File: config.mk
export PLATFORM = sky130hd
export DESIGN_NAME = id_regfile_sext
export DESIGN_NICKNAME = d
export VERILOG_FILES = /design/src/rtl/id_regfile_sext_pkg.sv /design/src/rtl/sign_extend_unit.sv /design/src/rtl/id_regfile_sext.sv
export SDC_FILE = /design/constraint.sdc
export NUM_CORES = 2
export LEC_CHECK = 0
export CORE_ASPECT_RATIO = 0.8
export CORE_UTILIZATION = 65
export DETAILED_ROUTE_END_ITERATION = 7
export DONT_BUFFER_PORTS = 1
export PLACE_DENSITY_LB_ADDON = 0.08
export SLEW_MARGIN = 15
export SYNTH_ARGS = -nofsm -noshare
export SYNTH_HDL_FRONTEND = slang
export SYNTH_SLANG_ARGS = --single-unit
export TNS_END_PERCENT = 100
File: constraint.sdc
create_clock -name clk -period 65.9 [get_ports clk]
set_clock_uncertainty 0.2 [all_clocks]
set_input_delay 13.18 -clock clk [delete_from_list [all_inputs] [get_ports clk]]
set_output_delay 13.18 -clock clk [all_outputs]
set_load 0.01 [all_outputs]
File: src/rtl/id_regfile_sext_pkg.sv
// Shared widths and types for the decode-stage register file / immediate block.
package id_regfile_sext_pkg;

    localparam int unsigned DATA_W   = 32;
    localparam int unsigned ADDR_W   = 5;
    localparam int unsigned IMM_W    = 16;
    localparam int unsigned NUM_REGS = 2 ** ADDR_W;

    typedef logic [ADDR_W-1:0] reg_addr_t;
    typedef logic [DATA_W-1:0] data_t;

endpackage

File: src/rtl/sign_extend_unit.sv
// Registered 16->32 sign extension; en=0 holds the previous result.
import id_regfile_sext_pkg::*;

module sign_extend_unit (
    input  logic              clk,
    input  logic              reset,
    input  logic              en,
    input  logic [IMM_W-1:0]  imm,
    output logic [DATA_W-1:0] sext_imm
);

    always_ff @(posedge clk or posedge reset) begin
        if (reset) begin
            sext_imm <= '0;
        end else if (en) begin
            sext_imm <= {{(DATA_W - IMM_W){imm[IMM_W-1]}}, imm};
        end
    end

endmodule

File: src/rtl/id_regfile_sext.sv
// Decode-stage operands: 32x32 register file with write-first bypass and
// registered read ports, plus registered sign-extended immediate.
import id_regfile_sext_pkg::*;

module id_regfile_sext (
    input  logic              clk,
    input  logic              reset,
    input  logic              stall,
    input  logic [ADDR_W-1:0] rd_addr1,
    input  logic [ADDR_W-1:0] rd_addr2,
    input  logic [ADDR_W-1:0] wr_addr,
    input  logic [DATA_W-1:0] wr_data,
    input  logic              wr_en,
    input  logic [IMM_W-1:0]  imm,
    output logic [DATA_W-1:0] rd_data1,
    output logic [DATA_W-1:0] rd_data2,
    output logic [DATA_W-1:0] sext_imm,
    output logic [DATA_W-1:0] sext_imm_sl2
);

    data_t regs [NUM_REGS];
    data_t rd_next1;
    data_t rd_next2;
    logic  wr_hit;

    assign wr_hit = wr_en && (wr_addr != '0);

    // Writes are independent of stall so writeback can drain while decode is held.
    always_ff @(posedge clk or posedge reset) begin
        if (reset) begin
            for (int unsigned i = 0; i < NUM_REGS; i++) begin
                regs[i] <= '0;
            end
        end else if (wr_hit) begin
            regs[wr_addr] <= wr_data;
        end
    end

    // Write-first: a read of the address being written this edge sees the new data.
    always_comb begin
        rd_next1 = regs[rd_addr1];
        if (wr_hit && (wr_addr == rd_addr1)) begin
            rd_next1 = wr_data;
        end
        if (rd_addr1 == '0) begin
            rd_next1 = '0;
        end
    end

    always_comb begin
        rd_next2 = regs[rd_addr2];
        if (wr_hit && (wr_addr == rd_addr2)) begin
            rd_next2 = wr_data;
        end
        if (rd_addr2 == '0) begin
            rd_next2 = '0;
        end
    end

    always_ff @(posedge clk or posedge reset) begin
        if (reset) begin
            rd_data1 <= '0;
            rd_data2 <= '0;
        end else if (!stall) begin
            rd_data1 <= rd_next1;
            rd_data2 <= rd_next2;
        end
    end

    sign_extend_unit u_sext (
        .clk      (clk),
        .reset    (reset),
        .en       (!stall),
        .imm      (imm),
        .sext_imm (sext_imm)
    );

    assign sext_imm_sl2 = {sext_imm[DATA_W-3:0], 2'b00};

endmodule

======== After elaboration in Yosys (flattened, before gate mapping) ========
Index checks and enable logic that the tools add are counted.
cells by class
  bitwise operators ....................... 3
  reductions and logical operators ........ 7
  multiplexer cells ....................... 13
  equality and inequality tests ........... 2
  order comparisons ....................... 4
operator list
  cell                                                      count
  bitwise mux 1024 bit                                      1
  binary-select mux 32 bit (select 5 bit)                   2
  2-to-1 mux 32 bit                                         9
  demux 32 bit (select 5 bit)                               1
  greater-or-equal comparator 6 bit, second input constant  3
  inverter 5 -> 6 bit                                       3
  == test 5 bit                                             2
  logical NOT 5 bit                                         2
  < comparator 6 x 1 -> 1 bit, second input constant        1
  nonzero test 5 bit                                        1
  logical AND 1 bit                                         4
storage, ports and cells
  register bits ........................... 1104
  output and inout bits ................... 128
  bits of input ports ..................... 67
  word-level logic and storage cells ...... 64

======== Logic depth before layout (Yosys ltp) ========
  depth in word-level cells ............... 6
  gate-level depth with buffers ........... 8
  depth with buffers taken out ............ 4

======== Hierarchy ========
A second synthesis with hierarchy kept.
second synthesis, totals
  cell total of the unflattened synthesis .. 3719
  area total of the unflattened synthesis .. 58029.4 um^2
by module, submodules not included
  module            times used  area an instance (um^2)  cells an instance
  id_regfile_sext   1           57256.2                  3668
  sign_extend_unit  1           773.2                    51

======== Worst setup path before layout ========
OpenSTA, ideal clock, no wires.
  kind .................................... input to register
  start ................................... input port rd_addr1[2]
  end ..................................... register rd_data1[0]
  stages on the path ...................... 7
  library setup time ...................... 142 ps
  arrival ................................. 14968 ps
  path slack .............................. 50590 ps
  cells stage by stage .................... clkbuf_1 -> buf_2 -> clkbuf_1 -> mux4_2 -> mux4_2 -> o211ai_1 -> o2111ai_1
between the ends
  longest elaborated chain between the ends .. 6
  elaborated cells between the ends (all ways) .. 9
RTL lines
  element                                                line                   RTL
  from (decl)                                            id_regfile_sext.sv:9   input logic [ADDR_W-1:0] rd_addr1,
  inverter 5 -> 6 bit (not written as such)              id_regfile_sext.sv:41  rd_next1 = regs[rd_addr1];
  binary-select mux 32 bit (select 5 bit)                id_regfile_sext.sv:41
  2-to-1 mux 32 bit (not written as such) (2 in series)  id_regfile_sext.sv:41
  2-to-1 mux 32 bit                                      id_regfile_sext.sv:42  if (wr_hit && (wr_addr == rd_addr1)) begin
  2-to-1 mux 32 bit *                                    id_regfile_sext.sv:45  if (rd_addr1 == '0) begin
  to (signal assigned)                                   id_regfile_sext.sv:65  rd_data1 <= rd_next1;
  to (decl)                                              id_regfile_sext.sv:15  output logic [DATA_W-1:0] rd_data1,
Mark *: on every way between the ends. The rest lies on a longest branch, timed or not. The select of a mux whose other input is x is not followed.
A chain may end at the register's enable or synchronous reset.

==> run summary <==
Critical Path RT: 66350 ps
Final setup TNS: 0 ps
Port Buf Inserts: 0
WL/cell: 36.4 um
Worst path top cell family by delay: buffers and inverters
Clock Pin Slew Worst Setup and Hold Paths: 60 ps
Unrepaired setup endpoints after global routing: false
Final Hold Fails: 0
Share of post-route cells with drive strength above 1: 0.536
Number of synthesized flops with an enable pin: 0
Mean post-synth cell area: 15.5 um2
Initial Util: 0.658
Placed instance count: 4471
Async SR Flop Fraction: 1.00
Max Cap Viol: 0
Post-CTS Resized: 0
ANT nets after route: 0
Pin count of the biggest net entering global routing: 259
Synth Instances: 3716
Worst Path Max Fanout: 118
Total GRT Usage: 0.388
Via count: 36101
Total Wirelength: 170 mm
IO Pins: 195
Fin. max-slew vios: 0
Seq/Total Area, Yosys: 0.479
Initial antenna violation count: 4
Predominant post-synthesis flop cell: dfrtp_1
Yosys warns: 0
Number of remaining DRC errors: 0
Post-CTS Setup Bufs: 0
Worst-Skew Late Latency: 690 ps
Synth Cell Area: 57700 um2
Routability Congestion: 0.819
Number of synthesized register bits: 1104
Post-layout net count: 3462
Tcrit/Tclk final: 0.255
CTS H-tree lvls: 3
Worst-path cell chain: inv_8 > buf_4 > buf_4 > buf_4 > buf_4
# fillers: 5663
Nature of the critical path endpoint: asynchronous set/reset pin
Final Cell Area: 61700 um2
Worst hold-check path type: flip-flop to flip-flop
PnR worst setup slack: 49090 ps
Slew @ Worst Pin: 1290 ps
Clock period minus worst slack: 16810 ps
Vias per cell: 7.72
Critical Path AT: 17270 ps
Number of global-route vias before repair: 37904
Hold_ws: 197 ps
Starting DRT DRC Count: 4280
Max stage delay on crit path: 910 ps
Worst vdd ir: 0.0267 mV
Core footprint: 87700 um2
Kind of critical path: input pin to asynchronous set/reset pin
Slowest cell on crit path: buf_4
Area delta synth->final: 6.90%
First drt pass iteration count: 5
Core Rows: 97
Die Span Y: 269 um
Cts hold-fix bufs: 0
Critical path launch point type: input pin
CTS tree: built
Hpwl dp: 92.2 mm
Outcome: finished, final reports clean
Top cell by count, worst path: buf_4
Gr ovfl total: 0
Clock root buffer master: clkbuf_16
Total clock sinks: 1104
Bufs and invs on worst path: 5
First-pass GRT wire length: 253 mm
CTS Buffer Depth: 3
Die Width: 335 um
Cell Count, Final, Fillers Out: 4677
Power density over the cells: 31.2 nW/um2
Leakage: 26.2 nW
Fmax: 59.5 MHz
Area of the die: 90000 um2
Slew Limit Headroom: 0.138
CTS buffer count: 110
Pre-CTS setup slack: 48020 ps
Synth cell types: 33
Setup violators final: 0
Cell Area, Placed: 57800 um2
-- flip-flops by register name (all words and copies together), names as in the netlist --
name / flops
regs: 1024
rd_data2: 32
u_sext.sext_imm: 16
rd_data1: 32
-- routing by layer --
metal,track usage,share of wire,up-vias,wire (um)
li1,-,-,13827,-
met4,0.167,0.049,2,8400
met5,0,0.000065,-,11
met3,0.120,0.12,545,19600
met1,0.526,0.38,19525,63800
met2,0.588,0.46,2202,78300
-- cell type report --
class                      count  area (um2)  area share
clock buffer                 163        3320      0.0538
inverter                       3        18.8    0.000304
antenna                        1        2.50   0.0000406
tap                         1188        1490      0.0241
sequential                  1104       27600       0.448
timing repair buffer          59         507     0.00821
multi-input combinational   2117       28200       0.457
clock inverter                42         547     0.00886
-- worst paths after layout --
check / to / from / slack (ps) / cells after the start
max: regs[14] / reset / 49090 / 5
min reg2reg: regs[1016] / regs[1016] / 200 / 0
max reg2reg: rd_data1[2] / regs[578] / 63700 / 4
min in group asynchronous: u_sext.sext_imm[13] / reset / 12270 / 1
max in group clk: regs[366] / wr_addr[4] / 50290 / 5
min: regs[1016] / regs[1016] / 200 / 0
-- cell usage after synthesis, types with 10 or more instances --
cell	count	area share
dfrtp_1	1104	0.48
mux2_2	997	0.19
mux4_2	576	0.22
clkbuf_1	234	0.015
a22o_1	128	0.019
buf_2	112	0.0097
buf_1	93	0.0060
nor2_1	81	0.0053
nand2_1	80	0.0052
o2111ai_1	66	0.010
o211ai_1	66	0.0086
nand4_1	65	0.0070
buf_4	52	0.0068
mux2_1	11	0.0021
xnor2_1	10	0.0015
-- metrics by stage --
step	util	power (mW)
global route	0.703	1.99
CTS	0.703	1.92
detailed placement	0.659	1.26
global placement	0.658	1.23
floorplan	-	1.19
finish	0.703	1.93
-- kinds of logic after synthesis --
logic type      count (synthesis)  share of synthesized area
xor+xnor                       10                    0.00152
mux                          1584                      0.421
flops                        1104                      0.479
simple gates                  257                     0.0214
other cells                     1                  0.0000650
compound gates                264                     0.0386
buf+inv                       496                     0.0383
-- cell usage in the layout (no fill, tap or decap), types with 3 or more instances in the layout --
master	synthesis	layout
nor2b_4	0	4
nand3b_1	4	4
clkbuf_8	0	28
nor2_4	0	16
clkinv_2	0	21
nand2_4	0	8
clkbuf_1	234	21
clkinvlp_4	0	4
bufinv_16	0	12
o211ai_1	66	66
buf_4	52	53
nand4b_1	3	3
xnor2_1	10	10
o2111ai_1	66	64
mux2_2	997	997
nand4_1	65	65
buf_6	2	3
nand2_2	0	7
mux2_1	11	11
dfrtp_1	1104	1103
nor2_1	81	65
nand2_1	80	65
clkbuf_16	0	114
mux4_2	576	576
a22o_1	128	128
-- power by group --
| group | total, mW | switching (mW) | leakage (nW) | internal (mW) |
|---|---|---|---|---|
| Sequential | 0.916 | 0.109 | 14.2 | 0.807 |
| Clock | 0.667 | 0.272 | 1.91 | 0.395 |
| Combinational | 0.343 | 0.117 | 10.1 | 0.226 |
No activity file was read; power rests on OpenSTA's default activity.
